`src/rtl/dmem_arbiter.sv`:
```
// -----------------------------------------------------------------------------
// dmem_arbiter
//
// Two-port arbiter in front of a single-ported data memory. Port 0 is the core
// load/store port and port 1 is the loader/debug port. One access is performed
// per grant cycle. A port is never granted on two consecutive cycles, so two
// ports that request continuously strictly alternate. A tie from IDLE goes to
// the port that was not granted most recently. After reset port 0 wins the
// first tie.
//
// Timing of an access to port x:
//   cycle N   : gntx high, memory bus driven from port x (addr/wdata/we)
//   edge N/N+1: memory written (write) or mem_rdata captured into rdatax (read)
//   cycle N+1 : rvalidx high for exactly one cycle (reads and writes alike)
//
// Parameters:
//   DATA_WIDTH - data word width
//   ADDR_WIDTH - byte address width
//   MEM_DEPTH  - number of words in the arbitrated memory
//
// Ports:
//   clk, rst                 - clock, asynchronous active-high reset
//   req0/req1, we0/we1       - access request and write enable per port
//   addr0/addr1              - byte address per port
//   wdata0/wdata1            - write data per port
//   gnt0/gnt1                - high during the cycle the port is served
//   rvalid0/rvalid1          - one-cycle completion pulse after the grant
//   rdata0/rdata1            - last captured read data per port
//   err0/err1                - access error, coincident with rvalid
//   mem_w_en, mem_addr,
//   mem_wdata                - memory command bus (all zero while idle)
//   mem_rdata                - combinational read data from the memory
//
// Build option:
//   DMEM_ARB_RANGE_CHECK_EN - when defined, misaligned addresses or addresses
//   beyond MEM_DEPTH words are still granted, but the write strobe is
//   suppressed, rdata is cleared and err is raised with rvalid. When not
//   defined, err0/err1 are constant 0 and addresses pass through unchanged.
// -----------------------------------------------------------------------------
module dmem_arbiter #(
    parameter int DATA_WIDTH = 32,
    parameter int ADDR_WIDTH = 32,
    parameter int MEM_DEPTH  = 1024
) (
    input  logic                  clk,
    input  logic                  rst,
    input  logic                  req0,
    input  logic                  req1,
    input  logic                  we0,
    input  logic                  we1,
    input  logic [ADDR_WIDTH-1:0] addr0,
    input  logic [ADDR_WIDTH-1:0] addr1,
    input  logic [DATA_WIDTH-1:0] wdata0,
    input  logic [DATA_WIDTH-1:0] wdata1,
    output logic                  gnt0,
    output logic                  gnt1,
    output logic                  rvalid0,
    output logic                  rvalid1,
    output logic [DATA_WIDTH-1:0] rdata0,
    output logic [DATA_WIDTH-1:0] rdata1,
    output logic                  err0,
    output logic                  err1,
    output logic                  mem_w_en,
    output logic [ADDR_WIDTH-1:0] mem_addr,
    output logic [DATA_WIDTH-1:0] mem_wdata,
    input  logic [DATA_WIDTH-1:0] mem_rdata
);

    typedef enum logic [1:0] {
        ST_IDLE   = 2'd0,
        ST_GRANT0 = 2'd1,
        ST_GRANT1 = 2'd2
    } state_t;

    state_t                r_state;
    state_t                w_next_state;
    logic                  r_last_grant;   // 0: port 0 served last, 1: port 1
    logic                  r_rvalid0;
    logic                  r_rvalid1;
    logic                  r_err0;
    logic                  r_err1;
    logic [DATA_WIDTH-1:0] r_rdata0;
    logic [DATA_WIDTH-1:0] r_rdata1;
    logic                  w_bad0;
    logic                  w_bad1;

`ifdef DMEM_ARB_RANGE_CHECK_EN
    localparam logic [ADDR_WIDTH-1:0] DEPTH_WORDS = ADDR_WIDTH'(MEM_DEPTH);

    // An address is unusable if it is not word aligned or its word index
    // falls outside the memory.
    function automatic logic addr_bad(input logic [ADDR_WIDTH-1:0] a);
        return (a[1:0] != 2'b00) || ({2'b00, a[ADDR_WIDTH-1:2]} >= DEPTH_WORDS);
    endfunction

    assign w_bad0 = addr_bad(addr0);
    assign w_bad1 = addr_bad(addr1);
`else
    assign w_bad0 = 1'b0;
    assign w_bad1 = 1'b0;
`endif

    // State register; reset aborts any access in flight.
    always_ff @(posedge clk or posedge rst) begin
        if (rst) begin
            r_state <= ST_IDLE;
        end else begin
            r_state <= w_next_state;
        end
    end

    // Next-state logic: leaving a grant always hands over or idles, which is
    // what keeps one port from being served twice in a row.
    always_comb begin
        w_next_state = ST_IDLE;
        case (r_state)
            ST_IDLE: begin
                if (req0 && req1) begin
                    w_next_state = r_last_grant ? ST_GRANT0 : ST_GRANT1;
                end else if (req0) begin
                    w_next_state = ST_GRANT0;
                end else if (req1) begin
                    w_next_state = ST_GRANT1;
                end else begin
                    w_next_state = ST_IDLE;
                end
            end
            ST_GRANT0: begin
                if (req1) begin
                    w_next_state = ST_GRANT1;
                end else begin
                    w_next_state = ST_IDLE;
                end
            end
            ST_GRANT1: begin
                if (req0) begin
                    w_next_state = ST_GRANT0;
                end else begin
                    w_next_state = ST_IDLE;
                end
            end
            default: begin
                w_next_state = ST_IDLE;
            end
        endcase
    end

    // Output decode: grant flags and memory bus straight from the state, so
    // an asynchronous reset drops mem_w_en at once.
    always_comb begin
        gnt0      = 1'b0;
        gnt1      = 1'b0;
        mem_w_en  = 1'b0;
        mem_addr  = {ADDR_WIDTH{1'b0}};
        mem_wdata = {DATA_WIDTH{1'b0}};
        case (r_state)
            ST_GRANT0: begin
                gnt0      = 1'b1;
                mem_w_en  = we0 & ~w_bad0;
                mem_addr  = addr0;
                mem_wdata = wdata0;
            end
            ST_GRANT1: begin
                gnt1      = 1'b1;
                mem_w_en  = we1 & ~w_bad1;
                mem_addr  = addr1;
                mem_wdata = wdata1;
            end
            default: begin
                gnt0      = 1'b0;
                gnt1      = 1'b0;
                mem_w_en  = 1'b0;
                mem_addr  = {ADDR_WIDTH{1'b0}};
                mem_wdata = {DATA_WIDTH{1'b0}};
            end
        endcase
    end

    // Remember which port was served last for tie breaking from IDLE.
    always_ff @(posedge clk or posedge rst) begin
        if (rst) begin
            r_last_grant <= 1'b1;
        end else if (r_state == ST_GRANT0) begin
            r_last_grant <= 1'b0;
        end else if (r_state == ST_GRANT1) begin
            r_last_grant <= 1'b1;
        end else begin
            r_last_grant <= r_last_grant;
        end
    end

    // Port 0 completion: rvalid/err pulse, read data capture.
    always_ff @(posedge clk or posedge rst) begin
        if (rst) begin
            r_rvalid0 <= 1'b0;
            r_err0    <= 1'b0;
            r_rdata0  <= {DATA_WIDTH{1'b0}};
        end else begin
            r_rvalid0 <= (r_state == ST_GRANT0);
            r_err0    <= (r_state == ST_GRANT0) && w_bad0;
            if (r_state == ST_GRANT0) begin
                if (w_bad0) begin
                    r_rdata0 <= {DATA_WIDTH{1'b0}};
                end else if (!we0) begin
                    r_rdata0 <= mem_rdata;
                end else begin
                    r_rdata0 <= r_rdata0;
                end
            end else begin
                r_rdata0 <= r_rdata0;
            end
        end
    end

    // Port 1 completion: rvalid/err pulse, read data capture.
    always_ff @(posedge clk or posedge rst) begin
        if (rst) begin
            r_rvalid1 <= 1'b0;
            r_err1    <= 1'b0;
            r_rdata1  <= {DATA_WIDTH{1'b0}};
        end else begin
            r_rvalid1 <= (r_state == ST_GRANT1);
            r_err1    <= (r_state == ST_GRANT1) && w_bad1;
            if (r_state == ST_GRANT1) begin
                if (w_bad1) begin
                    r_rdata1 <= {DATA_WIDTH{1'b0}};
                end else if (!we1) begin
                    r_rdata1 <= mem_rdata;
                end else begin
                    r_rdata1 <= r_rdata1;
                end
            end else begin
                r_rdata1 <= r_rdata1;
            end
        end
    end

    assign rvalid0 = r_rvalid0;
    assign rvalid1 = r_rvalid1;
    assign err0    = r_err0;
    assign err1    = r_err1;
    assign rdata0  = r_rdata0;
    assign rdata1  = r_rdata1;

endmodule

```
`config.mk`:
```
export PLATFORM = sky130hd
export DESIGN_NAME = dmem_arbiter
export DESIGN_NICKNAME = d
export VERILOG_FILES = /design/src/rtl/dmem_arbiter.sv
export SDC_FILE = /design/constraint.sdc
export NUM_CORES = 1
export LEC_CHECK = 0
export CORE_AREA = 2 2 115 117
export DETAILED_ROUTE_END_ITERATION = 7
export DIE_AREA = 0 0 117 119
export DONT_BUFFER_PORTS = 1
export GPL_ROUTABILITY_DRIVEN = 0
export GPL_TIMING_DRIVEN = 0
export PLACE_DENSITY_LB_ADDON = 0.05
export SLEW_MARGIN = 0
export SYNTH_ARGS = -nofsm -noshare
export SYNTH_HDL_FRONTEND = slang
export SYNTH_SLANG_ARGS = --single-unit
```
`constraint.sdc`:
```
create_clock -name clk -period 4.2 [get_ports clk]
set_input_delay 0.42 -clock clk [delete_from_list [all_inputs] [get_ports clk]]
set_output_delay 0.42 -clock clk [all_outputs]
set_load 0.05 [all_outputs]
```
### Word-level counts from Yosys, hierarchy flattened

Cells that the tools add are included.

* register bits after elaboration: 69
* bits of input ports: 166
* output and inout bits: 135
* logic and storage cells: 28

* equality and inequality tests: 2
* muxes and demuxes: 13
* bitwise operators: 2
* reduce and logical (&&, ||, !) cells: 5

Operators with widths (count)
* $pmux 32 s2: 2
* $mux 2: 4
* $pmux 2 s3: 1
* $mux 1: 5
* $reduce_and 2->1: 2
* $eq 2x1->1 const B: 1
* $eq 2x2->1 const B: 1
* $logic_not 2->1: 1
* $not 1->1: 2
* $pmux 1 s2: 1
* $reduce_bool 2->1: 1
* $logic_and 1x1->1: 1

### Logic depth before layout (Yosys ltp)

* depth after elaboration: 4
* mapped depth: 6
* gate-level depth less buffers: 4

### Least setup slack after synthesis

No wires, ideal clock.

* path type: reg2out
* start point: register r_state[0]
* end point: output mem_addr[10]
* arrival time: 2.352 ns
* required time: 3.780 ns
* slack: 1.428 ns
* cell stages (with the launch flop): 7
* buffers on the path: 2
* cell sequence: dfrtp_1 > inv_1 > ha_1 > buf_2 > clkbuf_1 > a22oi_1 > nor2b_1

* cells in the longest elaborated chain, start to end: 2
* elaborated cells on any way between the ends: 3

RTL lines
* from (decl): RTL line 75 `state_t r_state;`
* from (signal assigned): RTL line 108 `r_state <= w_next_state;`
* $eq 2x2->1 / $eq 2x1->1 (equally long branches): RTL line 156 `case (r_state)`
* $pmux 32 s2 *: RTL line 156
* to (decl): RTL line 64 `output logic [ADDR_WIDTH-1:0] mem_addr,`

Every way passes the cells marked *; elsewhere a longest branch is shown, timed or not.

### Worst setup path after layout

* start point: register r_state[1]
* end point: output mem_wdata[2]

* cells in the longest elaborated chain, start to end: 2
* elaborated cells on any way between the ends: 3

RTL lines
* $eq 2x2->1 / $eq 2x1->1 (equally long branches): RTL line 156
* $pmux 32 s2 *: RTL line 156
* to (decl): RTL line 65 `output logic [DATA_WIDTH-1:0] mem_wdata,`

Marked as above.

==> impl_metrics.ini <==
[sta]
tightest_slew_ps = 1040
tns_ps = 0
finalHoldViolations = 0
skew_ps = 6.96
slew_headroom_pct = 30.4
max_freq_ghz = 0.285
finalMaxSlewViolations = 0
setup_violations = 0
post-route-min-period_ps = 3500
min_period_over_period_pct = 83.5
rsz0062_at_grt = no

[yosys]
ys_seq_area_share_pct = 47.3
yosys.area.top_type = dfrtp_1
synthCells = 313
synth_compound_area_share_pct = 13.6
synth_area_um2 = 3660
synthAdderAreaFrac_pct = 1.71
syn_area_per_cell_um2 = 11.7
synthMuxAreaShare_pct = 20.0
yosysWarningCount = 0
synth_cell_types = 20
synth_seq_cells = 69
synth-simple-area-share_pct = 12.3
synth_top_family_by_area = multiplexers
yosys.area_share.xor_xnor_pct = 0
synth_area_leaders = dfrtp_1 47%, a22oi_1 13%, nor2b_1 11%
yosysTopAreaCellShare_pct = 46.5

[setup_path]
arrival_ps = 3080
r2r_end = rdata0[4]
r2r-start = r_state[1]
end_kind = primary output
path_class = flop to primary output
critical_path_peak_fanout = 10
reg2reg_slack_ps = 2070
reg2reg_depth = 6
required_ps = 3780
crit_path_start_kind = flop

[hold_path]
hold-path-endpoint = r_state[1]
hold_class = primary input to flop
hp-start = req0
worstHoldPathCells = 1

[final_layout]
final_core_util_pct = 32.7
drive_gt1_share_pct = 19.7
final_nets = 498
final_area_um2 = 4210
mostFrequentLayoutCells = 68 x dfrtp_1, 66 x nor2b_1, 65 x a22oi_1, 33 x mux2_2, 32 x mux2_1
final_common_cell = dfrtp_1
synthToLayoutAreaGrowth_pct = 15.1

[drt]
via_per_inst = 5.10
drt_iter0_drc = 150
drcViolationCount = 0
ant_nets = 0
wl_per_cell_um = 23.0
first_pass_iters = 4
via_count = 2590
routed_wl_um = 11700

[global_routing]
grt_overflow = 0
grtUsageTotal_pct = 15.9
grt_pass1_wl_um = 16100
antenna_found_initial = 0
grt_pass1_vias = 2668
grt_max_degree = 68

[floorplan]
start_util_pct = 28.4
core_um2 = 12900
die_x_um = 117
die-area_um2 = 13900
row_count = 42
die_h_um = 119
ios = 301

[clocking]
cts.clk_slew.worst_paths_ps = 50
cts_sinks = 69
cts_buffers = 9
clockRootBuffer = clkbuf_16
cts_buffer_depth = 2
clock_latency_ps = 320
htree_levels = 3
cts_tree = done

[flow_run]
drv_cap = 0

[placement]
postPlaceCellArea_um2 = 3910
port-buffer-count = 0
place_hpwl_um = 9190

[run_status]
status = completed
[cells by family after synthesis]
group	after synthesis
flops	69
fa+ha+maj	5
compound gates	66
other cells	1
buf+inv	35
simple gates	72
mux	65
[per-layer routing]
metal	vias up	wire length (µm)	GRT usage [%]
met5	-	0	0
met4	0	191	5.59
met2	158	6050	27.3
met3	11	1040	5.34
met1	1275	4390	18.2
li1	1146	-	-
[worst max-delay path: stages, from the launching register on]
cell and delay [ps]:
dfrtp_1 420, inv_1 90, ha_1 640, buf_1 540, a22oi_1 270, nor2b_1 800
[cell usage after synthesis]
cell type and instances:
inv_1 4, nand2b_1 2, ha_1 5, a22oi_1 65
buf_1 4, buf_4 5, nor2b_1 66, nor4b_1 1
nor3b_1 1, mux2_1 32, mux2_2 33, a311oi_1 1
buf_6 3, clkbuf_2 1, dfstp_2 1, dfrtp_1 68
buf_2 8, conb_1 1, clkbuf_1 10, nor2_1 2
[worst max path at each step]
stage                     startpoint            end  slack [ps]  cells past startpoint
after floorplan           r_state[0]   mem_addr[10]        1430                      6
after CTS                 r_state[1]   mem_wdata[2]         670                      5
final                     r_state[1]   mem_wdata[2]         700                      5
after global routing      r_state[0]  mem_wdata[28]         530                      6
after global placement    r_state[0]  mem_wdata[16]        1040                      6
after detailed placement  r_state[0]   mem_wdata[2]        1040                      6
[repair_timing]
action / 4_1_cts / 5_1_grt
hold buffers: 1 / 0
hold endpoints to repair: 2 / 0
buffers inserted: 0 / 0
resized for setup: 0 / 0
endpoints found under the setup margin: 0 / 0
[per-stage QoR]
stage,cells,hold slack [ps],setup WS (ps)
final,508,211,695
after global routing,506,197,531
after CTS,506,196,670
after detailed placement,491,174,1040
after global placement,490,540,1040
after floorplan,314,528,1430
[flip-flops by register name, indices dropped and copies added, names as in the netlist]
name          cells
r_state           2
rvalid1           1
rdata1           32
r_last_grant      1
rvalid0           1
rdata0           32
[area by class of cell]
class / instances / area [µm²]
antenna: 2 / 5.00
buffer: 31 / 169
clock buffer: 12 / 246
clock inverter: 2 / 35.0
fill: 1327 / 8670
inverter: 4 / 17.5
multi-input combinational: 210 / 1750
sequential: 69 / 1730
tap: 176 / 220
timing repair buffer: 2 / 37.5
Power is left out: the tool's default activity adds up to more than one toggle a clock period on the data nets, which glitch-free logic cannot reach.
